`config.mk`:
```
export PLATFORM = sky130hd
export DESIGN_NAME = div8_seq_flat
export DESIGN_NICKNAME = d
export VERILOG_FILES = /design/src/rtl/div8_seq_if.sv /design/src/rtl/div8_seq.sv /design/src/flat_wrapper.sv
export SDC_FILE = /design/constraint.sdc
export NUM_CORES = 1
export LEC_CHECK = 0
export ABC_AREA = 1
export CORE_ASPECT_RATIO = 1.2
export CORE_MARGIN = 3
export CORE_UTILIZATION = 53
export DETAILED_ROUTE_END_ITERATION = 10
export GPL_ROUTABILITY_DRIVEN = 0
export PLACE_DENSITY = 0.79
export SLEW_MARGIN = 20
export SYNTH_ARGS = -nofsm -noshare
export SYNTH_HDL_FRONTEND = slang
export SYNTH_SLANG_ARGS = --single-unit
export TNS_END_PERCENT = 10
```
`constraint.sdc`:
```
create_clock -name clk -period 2.3 [get_ports clk]
set_input_delay 0.46 -clock clk [delete_from_list [all_inputs] [get_ports clk]]
set_output_delay 0.46 -clock clk [all_outputs]
set_load 0.03 [all_outputs]
```
`src/rtl/div8_seq_if.sv`:
```
// Handshake/result bundle for the iterative divider: request side driven by the
// requester (master), results driven by the divider (slave).
interface div8_seq_if #(
    parameter int WIDTH = 8
) ();
    logic             start;
    logic [WIDTH-1:0] dividend;
    logic [WIDTH-1:0] divisor;
    logic             busy;
    logic             done;
    logic [WIDTH-1:0] quotient;
    logic [WIDTH-1:0] remainder;
    logic             div_by_zero;

    modport master (
        output start, dividend, divisor,
        input  busy, done, quotient, remainder, div_by_zero
    );

    modport slave (
        input  start, dividend, divisor,
        output busy, done, quotient, remainder, div_by_zero
    );
endinterface

```
`src/rtl/div8_seq.sv`:
```
// Iterative restoring divider, one quotient bit per clock.
// Define DIV_SIGNED_EN for two's-complement operands (truncating division).
//
// state | meaning
// IDLE  | waiting for start; results held
// CALC  | one trial subtraction per cycle, WIDTH cycles
// FIN   | commit results; done pulses on the following cycle
module div8_seq #(
    parameter int WIDTH = 8
) (
    input  logic         clk,
    input  logic         rst,
    div8_seq_if.slave    bus
);
    localparam int CW = $clog2(WIDTH + 1);

    localparam logic [1:0] ST_IDLE = 2'd0;
    localparam logic [1:0] ST_CALC = 2'd1;
    localparam logic [1:0] ST_FIN  = 2'd2;

    logic [1:0]       state_q, state_d;
    logic [CW-1:0]    cnt_q, cnt_d;
    logic [WIDTH-1:0] prem_q, prem_d;
    logic [WIDTH-1:0] qreg_q, qreg_d;
    logic [WIDTH-1:0] dvsr_q, dvsr_d;
    logic             dz_q, dz_d;
    logic             done_q, done_d;
    logic [WIDTH-1:0] quot_q, quot_d;
    logic [WIDTH-1:0] rem_q, rem_d;
    logic             dbz_q, dbz_d;

    logic [WIDTH:0]   trial;
    logic [WIDTH-1:0] mag_dvd, mag_dvs;
    logic [WIDTH-1:0] quot_res, rem_res, dz_rem;

    wire accept = (state_q == ST_IDLE) && bus.start;

`ifdef DIV_SIGNED_EN
    logic q_neg_q, q_neg_d, r_neg_q, r_neg_d;

    // Core always sees magnitudes; signs are re-applied when committing.
    assign mag_dvd  = bus.dividend[WIDTH-1] ? -bus.dividend : bus.dividend;
    assign mag_dvs  = bus.divisor[WIDTH-1]  ? -bus.divisor  : bus.divisor;
    assign quot_res = q_neg_q ? -qreg_q : qreg_q;
    assign rem_res  = r_neg_q ? -prem_q : prem_q;
    assign dz_rem   = r_neg_q ? -qreg_q : qreg_q;

    always_comb begin
        q_neg_d = q_neg_q;
        r_neg_d = r_neg_q;
        if (accept) begin
            q_neg_d = bus.dividend[WIDTH-1] ^ bus.divisor[WIDTH-1];
            r_neg_d = bus.dividend[WIDTH-1];
        end
    end

    always_ff @(posedge clk) begin
        if (rst) begin
            q_neg_q <= 1'b0;
            r_neg_q <= 1'b0;
        end else begin
            q_neg_q <= q_neg_d;
            r_neg_q <= r_neg_d;
        end
    end
`else
    assign mag_dvd  = bus.dividend;
    assign mag_dvs  = bus.divisor;
    assign quot_res = qreg_q;
    assign rem_res  = prem_q;
    assign dz_rem   = qreg_q;
`endif

    assign trial = {prem_q, qreg_q[WIDTH-1]} - {1'b0, dvsr_q};

    always_comb begin
        state_d = state_q;
        cnt_d   = cnt_q;
        prem_d  = prem_q;
        qreg_d  = qreg_q;
        dvsr_d  = dvsr_q;
        dz_d    = dz_q;
        done_d  = 1'b0;
        quot_d  = quot_q;
        rem_d   = rem_q;
        dbz_d   = dbz_q;
        case (state_q)
            ST_IDLE: begin
                if (bus.start) begin
                    prem_d  = '0;
                    qreg_d  = mag_dvd;
                    dvsr_d  = mag_dvs;
                    cnt_d   = CW'(WIDTH);
                    dz_d    = (bus.divisor == '0);
                    state_d = (bus.divisor == '0) ? ST_FIN : ST_CALC;
                end
            end
            ST_CALC: begin
                if (!trial[WIDTH]) begin
                    prem_d = trial[WIDTH-1:0];
                    qreg_d = {qreg_q[WIDTH-2:0], 1'b1};
                end else begin
                    prem_d = {prem_q[WIDTH-2:0], qreg_q[WIDTH-1]};
                    qreg_d = {qreg_q[WIDTH-2:0], 1'b0};
                end
                cnt_d = cnt_q - CW'(1);
                if (cnt_q == CW'(1)) begin
                    state_d = ST_FIN;
                end
            end
            ST_FIN: begin
                done_d  = 1'b1;
                state_d = ST_IDLE;
                if (dz_q) begin
                    quot_d = '1;
                    rem_d  = dz_rem;
                    dbz_d  = 1'b1;
                end else begin
                    quot_d = quot_res;
                    rem_d  = rem_res;
                    dbz_d  = 1'b0;
                end
            end
            default: state_d = ST_IDLE;
        endcase
    end

    always_ff @(posedge clk) begin
        if (rst) begin
            state_q <= ST_IDLE;
            cnt_q   <= '0;
            prem_q  <= '0;
            qreg_q  <= '0;
            dvsr_q  <= '0;
            dz_q    <= 1'b0;
            done_q  <= 1'b0;
            quot_q  <= '0;
            rem_q   <= '0;
            dbz_q   <= 1'b0;
        end else begin
            state_q <= state_d;
            cnt_q   <= cnt_d;
            prem_q  <= prem_d;
            qreg_q  <= qreg_d;
            dvsr_q  <= dvsr_d;
            dz_q    <= dz_d;
            done_q  <= done_d;
            quot_q  <= quot_d;
            rem_q   <= rem_d;
            dbz_q   <= dbz_d;
        end
    end

    assign bus.busy        = (state_q != ST_IDLE);
    assign bus.done        = done_q;
    assign bus.quotient    = quot_q;
    assign bus.remainder   = rem_q;
    assign bus.div_by_zero = dbz_q;
endmodule

```
`src/flat_wrapper.sv`:
```
// flat-port wrapper written by rule: the top's interface ports become plain ports
module div8_seq_flat 
#(
    parameter int WIDTH = 8
)
  (clk, rst, bus_start, bus_dividend, bus_divisor, bus_busy, bus_done, bus_quotient, bus_remainder, bus_div_by_zero);
  div8_seq_if #(.WIDTH(WIDTH)) bus_i ();
  input  logic clk;
  input  logic rst;
  input wire logic [$bits(bus_i.start)-1:0] bus_start;
  input wire logic [$bits(bus_i.dividend)-1:0] bus_dividend;
  input wire logic [$bits(bus_i.divisor)-1:0] bus_divisor;
  output wire logic [$bits(bus_i.busy)-1:0] bus_busy;
  output wire logic [$bits(bus_i.done)-1:0] bus_done;
  output wire logic [$bits(bus_i.quotient)-1:0] bus_quotient;
  output wire logic [$bits(bus_i.remainder)-1:0] bus_remainder;
  output wire logic [$bits(bus_i.div_by_zero)-1:0] bus_div_by_zero;
  assign bus_i.start = bus_start;
  assign bus_i.dividend = bus_dividend;
  assign bus_i.divisor = bus_divisor;
  assign bus_busy = bus_i.busy;
  assign bus_done = bus_i.done;
  assign bus_quotient = bus_i.quotient;
  assign bus_remainder = bus_i.remainder;
  assign bus_div_by_zero = bus_i.div_by_zero;
  div8_seq #(.WIDTH(WIDTH)) u_core (.clk(clk), .rst(rst), .bus(bus_i));
endmodule
```
=== Yosys cells after proc, flatten, opt, wreduce, memory -nomap -nowiden ===
Index checks and enable logic that the tools add are counted.

* Output and inout port bits: 19
* Logic and storage cells: 40
* Input port bits: 19
* Bits in registers: 49

* Equal/unequal tests: 5
* Add/sub/neg operators: 2
* Muxes and demuxes: 16
* Reductions and logical operators: 7

{| class="wikitable"
|+ Operators by type and width
! cell !! count
|-
| 8-bit 2-to-1 mux || 5
|-
| 8-bit case mux with 2 select lines || 2
|-
| 9-bit by 8-bit subtractor with 9-bit output || 1
|-
| 8-bit logical NOT || 1
|-
| 4-bit case mux with 2 select lines || 1
|-
| 2-bit 2-to-1 mux || 3
|-
| 2-bit AND reduction || 3
|-
| 4-bit by 1-bit equality test with 1-bit output, second input constant || 1
|-
| 4-bit 2-to-1 mux || 1
|-
| 2-bit case mux with 2 select lines || 1
|-
| 2-bit nonzero test || 2
|-
| 4-bit by 1-bit subtractor with 4-bit output, second input constant || 1
|-
| 1-bit 2-to-1 mux || 3
|-
| 2-bit by 1-bit equality test with 1-bit output, second input constant || 1
|-
| 2-bit equality test, second input constant || 1
|-
| 2-bit logical NOT || 1
|-
| 2-bit by 1-bit != test with 1-bit output, second input constant || 1
|-
| 2-bit != test, second input constant || 1
|}

=== Depth between registers and ports, before layout ===
Gate-level depths: netlist of the first run.

* Depth after elaboration: 4
* Mapped depth: 14
* Mapped depth without buffers: 14

=== Worst setup path before layout of the first run ===
OpenSTA, ideal clock, no wires.

* Path type: reg2reg
* From: register u_core.qreg_q[7], in the netlist u_core.dz_rem[7]
* To: register u_core.prem_q[7]
* Data required time: 2.188 ns
* Path buffers: 0
* Setup slack: 0.543 ns
* Arrival: 1.645 ns
* Setup time: 0.112 ns
* Stages on the path, launching flop included: 15
* Clock period less this slack: 1.757 ns
* Path through: dfxtp_1 -> inv_1 -> ha_1 -> inv_1 -> fa_1 -> nand2_1 -> nand2_1 -> nand3_2 -> nand2_2 -> nand2_2 -> nand2_4 -> nor2_2 -> nor2_1 -> nor2_1 -> nor2_1

* Word-level cells in the longest chain between the ends: 3

{| class="wikitable"
|+ Ends and longest elaborated chain
! what !! RTL line !! source
|-
| start: declaration || div8_seq.sv:24 || <nowiki>logic [WIDTH-1:0] qreg_q, qreg_d;</nowiki>
|-
| start signal: assignment || div8_seq.sv:144 || <nowiki>qreg_q <= qreg_d;</nowiki>
|-
| 9-bit by 8-bit subtractor with 9-bit output || div8_seq.sv:74 || <nowiki>assign trial = {prem_q, qreg_q[WIDTH-1]} - {1'b0, dvsr_q};</nowiki>
|-
| 8-bit 2-to-1 mux || div8_seq.sv:99 || <nowiki>if (!trial[WIDTH]) begin</nowiki>
|-
| 8-bit case mux with 2 select lines || div8_seq.sv:87 || <nowiki>case (state_q)</nowiki>
|-
| end signal: assignment || div8_seq.sv:143 || <nowiki>prem_q <= prem_d;</nowiki>
|-
| end: declaration || div8_seq.sv:23 || <nowiki>logic [WIDTH-1:0] prem_q, prem_d;</nowiki>
|}

Every way passes these cells.
A chain may end at the register's enable or synchronous reset.

=== Final worst setup path of the first run ===
* From: register u_core.state_q[0]
* To: output port bus_busy

* Word-level cells in the longest chain between the ends: 1

{| class="wikitable"
|+ Ends and longest elaborated chain
! what !! RTL line !! source
|-
| start: declaration || div8_seq.sv:21 || <nowiki>logic [1:0] state_q, state_d;</nowiki>
|-
| start signal: assignment || div8_seq.sv:141 || <nowiki>state_q <= state_d;</nowiki>
|-
| 2-bit nonzero test || div8_seq.sv:154 || <nowiki>assign bus.busy = (state_q != ST_IDLE);</nowiki>
|-
| end: declaration || flat_wrapper.sv:13 || <nowiki>output wire logic [$bits(bus_i.busy)-1:0] bus_busy;</nowiki>
|}

Every way passes these cells.

==> metrics.sh, run 1 <==
STATUS='completed'
POST-ROUTE-CELL-AREA_UM2=2988
CRITPATHARRIVALTIME_NS=1.54
GRT-OVFL-TOTAL=0
DRC=0
MULTI_INPUT_COMB_AREA_UM2=1257
LAYOUT_MIN_CYCLE_TIME_NS=2.003
FINALNONFILLERCELLS=442
INSERTED_CLOCK_BUFFERS=5
ROUTED-VIA-COUNT=2312
HPWL_UM=4264
FINAL_UTIL_PCT=68.03
ROUTEDWLPERCELL_UM=13.10
NETLIST.TOP_CELL.BY_AREA='sky130_fd_sc_hd__dfxtp_1'
SLEW_VIOL_FINAL=0
POWER_DENSITY_nW_PER_UM2=813.8
PLACED_CELL_AREA_UM2=2900
LAYOUT-DRIVE-GT1-SHARE_PCT=7.513
GRT.TOTAL_USAGE_PCT=22.18
IO_BUFFER_COUNT=37
CRITICAL_PATH_PEAK_FANOUT=3
DRT-INITIAL-DRC-COUNT=155
GRT.MET1_USAGE_PCT=29.04
DIE_HEIGHT_UM=81.31
FILL_CELL_INSTANCE_COUNT_OF_THE_FINAL_LAYOUT=391
FINAL_NET_COUNT=415
IRDROPWORSTVDD_uV=536.5
P_SW_uW=941.7
SLEW_HEADROOM_PCT=62.51
SYNTH-WARNING-COUNT=0
GLOBAL_ROUTE.PEAK_USAGE_LAYER='met2'
GRTUSAGEMET3_PCT=4.426
TRITONCTS='yes'
GROUTE.LAYER.MET2.USAGE_PCT=36.87
VIASPERCELL=5.231
LAYOUT_COMMONEST_CELL='sky130_fd_sc_hd__nand2_1'
REGAREA_UM2=980.9
SWSHARE_PCT=38.73
HP-CLASS='reg2reg'
POST_SYNTH_DESIGN_CELL_AREA_UM2=2505
ANTENNA_FOUND_INITIAL=0
YS_FF_LATCH=49
DP.CELLS=434
TIMING.FINAL.SETUP_VIOLATIONS=0
WORST_SETUP_PATH_START_KIND='register'
EFFECTIVE_UTILIZATION_AT_FLOORPLAN_PCT=57.04
CP_SLOWEST_STAGE_DELAY_NS=0.67
TIMING.CRITICAL_PATH.CELLS='or2_4 > clkdlybuf4s50_1'
DIE_FOOTPRINT_UM2=5590
FINALSETUPTNS_NS=0
CRITPATHTOPFAMILY='buffers and inverters'
FINALHOLDVIOLATIONS=0
CLKTRANSATPATHREGS_NS=0.09
CP.REQUIRED_NS=1.84
CORE_UM2=4392
IOPINCOUNT=38
POST_SYNTH_MAIN_AREA_CONTRIBUTORS='sky130_fd_sc_hd__dfxtp_1 (39%), sky130_fd_sc_hd__nand2_1 (14%), sky130_fd_sc_hd__a21oi_1 (8.8%)'
INTERNAL_POWER_mW=1.490
SYNTH_NETS=379
DRV.MAX_CAP_VIOLATION_COUNT=0
CTSHTREEMAXLEVEL=2
SLOWEST_STAGE='sky130_fd_sc_hd__clkdlybuf4s50_1'
RSZ0062_AT_GRT='no'
FP-ROW-COUNT=26
SYNTH_TOP_AREA_SHARE_PCT=39.16
SYNTH.DISTINCT_CELLS=35
DIE_WIDTH_UM=68.76
CTS_ROOT_BUFFER='sky130_fd_sc_hd__clkbuf_8'
CLOCK.FMAX_MHz=499.3
TIMING_WORST_SLEW_PIN_VALUE_NS=0.5617
NUMBER_OF_STANDARD_CELLS_AFTER_SYNTHESIS=349
NUMBER_OF_GLOBAL_ROUTE_VIAS_BEFORE_REPAIR=2161
CLK_LATENCY_NS=0.30
PWR-SHARE-COMB_PCT=38.6
CTS-ROOT-TO-SINK-BUFFERS=2
P_LEAK_nW=1.270
DRT.ANTENNA.VIOLATING_NETS=0
POWER.SEQUENTIAL.FRACTION_PCT=41.0
DIODES=0
ROUTED_WL_UM=5790
SYNTH.YOSYS.SEQ_AREA_SHARE_PCT=39.16
COMMONEST_NON_FILL_NON_TAP_CELLS_IN_THE_LAYOUT='sky130_fd_sc_hd__nand2_1 (94), sky130_fd_sc_hd__dfxtp_1 (49), sky130_fd_sc_hd__inv_1 (46), sky130_fd_sc_hd__a21oi_1 (44), sky130_fd_sc_hd__clkdlybuf4s50_1 (37)'
SHARE_CLK_OF_TOTAL_POWER_PCT=20.5
DETAIL_ROUTE.FIRST_PASS.ITERATIONS=4
FIN_WORST_SKEW_NS=0.007450
LAYOUT-AREA-OVERHEAD-VS-SYNTH_PCT=19.28
GRT_START_MAX_NET_PINS=30
POSTCTSRESIZEDCELLS=0
POST-ROUTE-PERIOD-UTIL_PCT=87.07
CRITPATHKIND='reg2out'
CTS.REPAIR_TIMING.SETUP_BUFFER_COUNT=0
CTS.SINK_COUNT=49
POST_CTS_HOLD_BUFFER_COUNT=0
WIRE_LENGTH_OF_THE_FIRST_GLOBAL_ROUTING_PASS_UM=9563
END_KIND='primary output'
WORSTPATHBUFFERINVERTERCOUNT=1
POSTSYNTHAREAPERCELL_UM2=7.177
metrics by stage:
step	setup WS, ns	hold WS (ns)	power, mW
after global placement	0.4112	0.4477	1.906
final	0.2973	0.4610	2.431
after global routing	0.1199	0.4793	2.601
after detailed placement	0.3494	0.4517	1.937
after CTS	0.2819	0.4653	2.436
after floorplan	0.5435	0.4437	1.719
cell usage after synthesis:
cell type                   n
sky130_fd_sc_hd__a211oi_1   2
sky130_fd_sc_hd__a21oi_1   44
sky130_fd_sc_hd__a21oi_2    1
sky130_fd_sc_hd__a22oi_1    3
sky130_fd_sc_hd__a311oi_1   1
sky130_fd_sc_hd__a31oi_1    6
sky130_fd_sc_hd__buf_1      1
sky130_fd_sc_hd__buf_2      2
sky130_fd_sc_hd__buf_4      3
sky130_fd_sc_hd__clkbuf_1   5
sky130_fd_sc_hd__clkbuf_8   2
sky130_fd_sc_hd__clkinv_1   2
sky130_fd_sc_hd__dfxtp_1   49
sky130_fd_sc_hd__fa_1       1
sky130_fd_sc_hd__ha_1      10
sky130_fd_sc_hd__inv_1     46
sky130_fd_sc_hd__inv_2      1
sky130_fd_sc_hd__nand2_1   94
sky130_fd_sc_hd__nand2_2    5
sky130_fd_sc_hd__nand2_4    1
sky130_fd_sc_hd__nand3_1   13
sky130_fd_sc_hd__nand3_2    1
sky130_fd_sc_hd__nand3b_1   3
sky130_fd_sc_hd__nand4_1    1
sky130_fd_sc_hd__nor2_1    13
sky130_fd_sc_hd__nor2_2     2
sky130_fd_sc_hd__nor2_4     2
sky130_fd_sc_hd__nor2_8     1
sky130_fd_sc_hd__nor3_1     2
sky130_fd_sc_hd__o2111a_1   1
sky130_fd_sc_hd__o21ai_0   25
sky130_fd_sc_hd__or2_2      1
sky130_fd_sc_hd__or2_4      2
sky130_fd_sc_hd__xnor2_1    2
sky130_fd_sc_hd__xor2_1     1
layer usage:
metal | routed length [um] | part of all wire [%]
met1 | 2598 | 45
met2 | 2819 | 49
met3 | 295 | 5.1
met4 | 77 | 1.3
met5 | 0 | 0
sequential cells by signal (all words and copies together), names as in the netlist:
signal and count:
u_core.bus.quotient 8, u_core.dvsr_q 8, u_core.cnt_q 4, u_core.dz_rem 8, u_core.bus.div_by_zero 1, u_core.dz_q 1
u_core.bus.remainder 8, u_core.prem_q 8, u_core.state_q 2, u_core.bus.done 1
area by class of cell:
cell class	instances	share of cell area [%]
tap	56	2.345
multi-input combinational	238	42.09
clock inverter	2	0.5025
timing repair buffer	42	13.65
sequential	49	32.83
inverter	49	6.156
clock buffer	6	2.429
tightest hold or removal path, cell delays in order, from the launching register on:
cell and delay, ns:
sky130_fd_sc_hd__dfxtp_1 0.32, sky130_fd_sc_hd__nand2_1 0.06, sky130_fd_sc_hd__a21oi_1 0.05
worst paths after layout:
kind | slack (ns) | endpoint | cells after the start | start
setup reg to reg | 0.32 | u_core.prem_q[4] | 12 | u_core.dz_rem[7]
setup / recovery | 0.30 | bus_busy | 2 | u_core.state_q[0]
hold reg to reg | 0.46 | u_core.bus.quotient[5] | 2 | u_core.bus.quotient[5]
hold / removal | 0.46 | u_core.bus.quotient[5] | 2 | u_core.bus.quotient[5]
power by group through the flow:
stage	registers (mW)	logic [mW]	clock network, mW
floorplan	1.01	0.706	0
global placement	1.01	0.893	0
detailed placement	1.01	0.923	0
CTS	0.994	0.933	0.510
global route	1.00	1.06	0.536
finish	0.996	0.937	0.498
kinds of logic (layout without fill, tap and decap cells):
kind of cell | count (synthesis) | count (layout) | synth area share, %
AOI/OAI and AO/OA | 83 | 83 | 17.93
and+or+nand+nor | 141 | 141 | 25.42
xor gates and xnor gates | 3 | 3 | 1.049
adders and majority gates | 11 | 11 | 5.794
DFF | 49 | 49 | 39.16
buffers and inverters | 62 | 99 | 10.64
(Power assumes the default switching activity.)
==> run 2, diff against run 1 <==
--- a/config.mk
+++ b/config.mk
@@ -12,7 +12,6 @@
 export DETAILED_ROUTE_END_ITERATION = 10
 export GPL_ROUTABILITY_DRIVEN = 0
 export PLACE_DENSITY = 0.79
-export SLEW_MARGIN = 20
 export SYNTH_ARGS = -nofsm -noshare
 export SYNTH_HDL_FRONTEND = slang
 export SYNTH_SLANG_ARGS = --single-unit
==> results of run 2 <==
Same layout as run 1: the final DEF is identical, and so are final timing and power.
==> run 3, diff against run 2 <==
--- a/config.mk
+++ b/config.mk
@@ -8,10 +8,10 @@
 export ABC_AREA = 1
 export CORE_ASPECT_RATIO = 1.2
 export CORE_MARGIN = 3
-export CORE_UTILIZATION = 53
+export CORE_UTILIZATION = 35
 export DETAILED_ROUTE_END_ITERATION = 10
 export GPL_ROUTABILITY_DRIVEN = 0
-export PLACE_DENSITY = 0.79
+export PLACE_DENSITY = 0.56
 export SYNTH_ARGS = -nofsm -noshare
 export SYNTH_HDL_FRONTEND = slang
 export SYNTH_SLANG_ARGS = --single-unit
==> run 3 against run 2 <==
  * Sequential share of layout area down 0.75 points
  * Critical path depth unchanged
  * Register-to-register slack better by 0.02 ns
  * Setup slack worse by 0.027 ns
  * Flip-flop and latch count unchanged
  * Die area up 47%
  * Via count down 1.9%
  * Clock skew up 0.0011 ns
  * Maximum frequency down 1.3%
  * Routed wire length up 1.1%
  * Combinational power down 1%
  * Clock power up 23%
  * Critical path type unchanged
  * Critical endpoint unchanged
  * Largest cell class unchanged
  * Largest power group unchanged
==> metrics.sh, run 3 (synthesized netlist as in run 1, its figures left out) <==
SWSHARE_PCT=36.58  # -2.1 points
CRITPATHKIND='reg2out'
DP.CELLS=466  # +7.4%
IRDROPWORSTVDD_uV=362.3  # -32%
DIE_WIDTH_UM=83.23  # +21%
CTS.SINK_COUNT=49  # unchanged
FINALHOLDVIOLATIONS=0  # unchanged
FP-ROW-COUNT=33  # +27%
FINAL_UTIL_PCT=44.35  # -24 points
CTS_ROOT_BUFFER='sky130_fd_sc_hd__clkbuf_8'
CTS-ROOT-TO-SINK-BUFFERS=2  # unchanged
GRT-OVFL-TOTAL=0  # unchanged
NUMBER_OF_GLOBAL_ROUTE_VIAS_BEFORE_REPAIR=2109  # -2.4%
POST-ROUTE-PERIOD-UTIL_PCT=88.26  # +1.2 points
REGAREA_UM2=980.9  # unchanged
LAYOUT-DRIVE-GT1-SHARE_PCT=7.752  # +0.24 points
CTS.REPAIR_TIMING.SETUP_BUFFER_COUNT=0  # unchanged
CTSHTREEMAXLEVEL=2  # unchanged
MULTI_INPUT_COMB_AREA_UM2=1257  # unchanged
GRT_START_MAX_NET_PINS=30  # unchanged
CLK_LATENCY_NS=0.30  # about the same
EFFECTIVE_UTILIZATION_AT_FLOORPLAN_PCT=36.33  # -21 points
FILL_CELL_INSTANCE_COUNT_OF_THE_FINAL_LAYOUT=720  # +84%
DRT-INITIAL-DRC-COUNT=99  # -36%
DRC=0  # unchanged
TIMING.FINAL.SETUP_VIOLATIONS=0  # unchanged
ROUTED_WL_UM=5851  # +1.1%
LAYOUT_COMMONEST_CELL='sky130_fd_sc_hd__nand2_1'
FINALNONFILLERCELLS=474  # +7.2%
P_LEAK_nW=1.293  # +1.8%
SLEW_VIOL_FINAL=0  # unchanged
POSTCTSRESIZEDCELLS=0  # unchanged
FINAL_NET_COUNT=416  # +0.24%
IO_BUFFER_COUNT=37  # unchanged
CRITPATHARRIVALTIME_NS=1.57  # +0.03 ns
HP-CLASS='reg2reg'
DIE_FOOTPRINT_UM2=8212  # +47%
ROUTEDWLPERCELL_UM=12.34  # -5.8%
CORE_UM2=6895  # +57%
DRV.MAX_CAP_VIOLATION_COUNT=0  # unchanged
PWR-SHARE-COMB_PCT=36.5  # -2.1 points
GRT.TOTAL_USAGE_PCT=14.21  # -8.0 points
TIMING.HOLD.WORST_PATH_DEPTH=2  # unchanged
POWER_DENSITY_nW_PER_UM2=827.4  # +1.7%
LAYOUT-AREA-OVERHEAD-VS-SYNTH_PCT=22.08
WORST_SETUP_PATH_START_KIND='register'
COMMONEST_NON_FILL_NON_TAP_CELLS_IN_THE_LAYOUT='sky130_fd_sc_hd__nand2_1 (94), sky130_fd_sc_hd__dfxtp_1 (49), sky130_fd_sc_hd__inv_1 (46), sky130_fd_sc_hd__a21oi_1 (44), sky130_fd_sc_hd__clkdlybuf4s50_1 (37)'
GLOBAL_ROUTE.PEAK_USAGE_LAYER='met2'
GROUTE.LAYER.MET2.USAGE_PCT=23.95  # -13 points
DRT.ANTENNA.VIOLATING_NETS=0  # unchanged
STATUS='completed'
FIN_WORST_SKEW_NS=0.008572  # +0.001122 ns
CLKTRANSATPATHREGS_NS=0.09  # about the same
DIODES=0  # unchanged
INSERTED_CLOCK_BUFFERS=5  # unchanged
FINALSETUPTNS_NS=0  # unchanged
DETAIL_ROUTE.FIRST_PASS.ITERATIONS=4  # unchanged
R2R_CELLS=14  # +2
P_SW_uW=925.5  # -1.7%
TIMING_WORST_SLEW_PIN_VALUE_NS=0.5625  # +0.0007541 ns
SHARE_CLK_OF_TOTAL_POWER_PCT=24.1  # +3.6 points
TRITONCTS='yes'
GRTUSAGEMET3_PCT=2.592  # -1.8 points
END_KIND='primary output'
DIE_HEIGHT_UM=98.67  # +21%
CP.REQUIRED_NS=1.84  # about the same
RSZ0062_AT_GRT='no'
LAYOUT_MIN_CYCLE_TIME_NS=2.030  # +0.02732 ns
WIRE_LENGTH_OF_THE_FIRST_GLOBAL_ROUTING_PASS_UM=9639  # +0.79%
CLOCK.FMAX_MHz=492.6  # -1.3%
HPWL_UM=4265  # about the same
CRITICAL_PATH_PEAK_FANOUT=3  # unchanged
POWER.SEQUENTIAL.FRACTION_PCT=39.3  # -1.7 points
ANTENNA_FOUND_INITIAL=0  # unchanged
INTERNAL_POWER_mW=1.604  # +7.7%
IOPINCOUNT=38  # unchanged
GRT.MET1_USAGE_PCT=18.59  # -10 points
VIASPERCELL=4.787  # -8.5%
ROUTED-VIA-COUNT=2269  # -1.9%
POST_CTS_HOLD_BUFFER_COUNT=0  # unchanged
SLEW_HEADROOM_PCT=62.46  # about the same
run 3: path summary, 6_finish.rpt:
| check | end | slack (ns) | from |
|---|---|---|---|
| worst max-delay path | bus_busy | 0.27 | u_core.state_q[0] |
| worst max register to register | u_core.prem_q[7] | 0.34 | u_core.dz_rem[7] |
| worst min-delay path | u_core.bus.quotient[2] | 0.46 | u_core.bus.quotient[2] |
| worst min register to register | u_core.bus.quotient[2] | 0.46 | u_core.bus.quotient[2] |
run 3: worst max-delay path, cell delays in order (launching register included):
cell and delay (ns):
sky130_fd_sc_hd__dfxtp_1 0.41, sky130_fd_sc_hd__or2_4 0.19, sky130_fd_sc_hd__clkdlybuf4s50_1 0.67
run 3: power groups by stage:
stage / clock [mW] / sequential (mW) / combinational (mW)
3_3_place_gp: 0 / 1.02 / 0.914
5_1_grt: 0.664 / 1.01 / 1.05
6_report: 0.611 / 0.995 / 0.924
4_1_cts: 0.632 / 0.995 / 0.932
3_5_place_dp: 0 / 1.01 / 0.923
2_1_floorplan: 0 / 1.01 / 0.706
run 3: final cells by class:
class | instances | share of cell area [%]
clock inverters | 2 | 1.268
clock buffers | 6 | 2.373
inverters | 49 | 6.015
well taps | 87 | 3.560
repair buffers | 43 | 13.58
multi-input cells | 238 | 41.12
flip-flops and latches | 49 | 32.08
run 3: through the flow:
| stage | setup slack, ns | total power, mW | cell area [um^2] | hold WS [ns] |
|---|---|---|---|---|
| 3_3_place_gp | 0.3981 | 1.930 | 2947 | 0.4477 |
| 4_1_cts | 0.2503 | 2.558 | 3058 | 0.4671 |
| 5_1_grt | 0.1593 | 2.718 | 3058 | 0.4820 |
| 3_5_place_dp | 0.3563 | 1.936 | 2947 | 0.4531 |
| 6_report | 0.2700 | 2.530 | 3058 | 0.4625 |
| 2_1_floorplan | 0.5435 | 1.719 | 2505 | 0.4437 |
run 3: routing by layer:
metal / wire length (um) / up-vias
met4: 84 / 0
met3: 234 / 7
met2: 2786 / 46
li1: - / 1202
met1: 2746 / 1014
met5: 0 / -
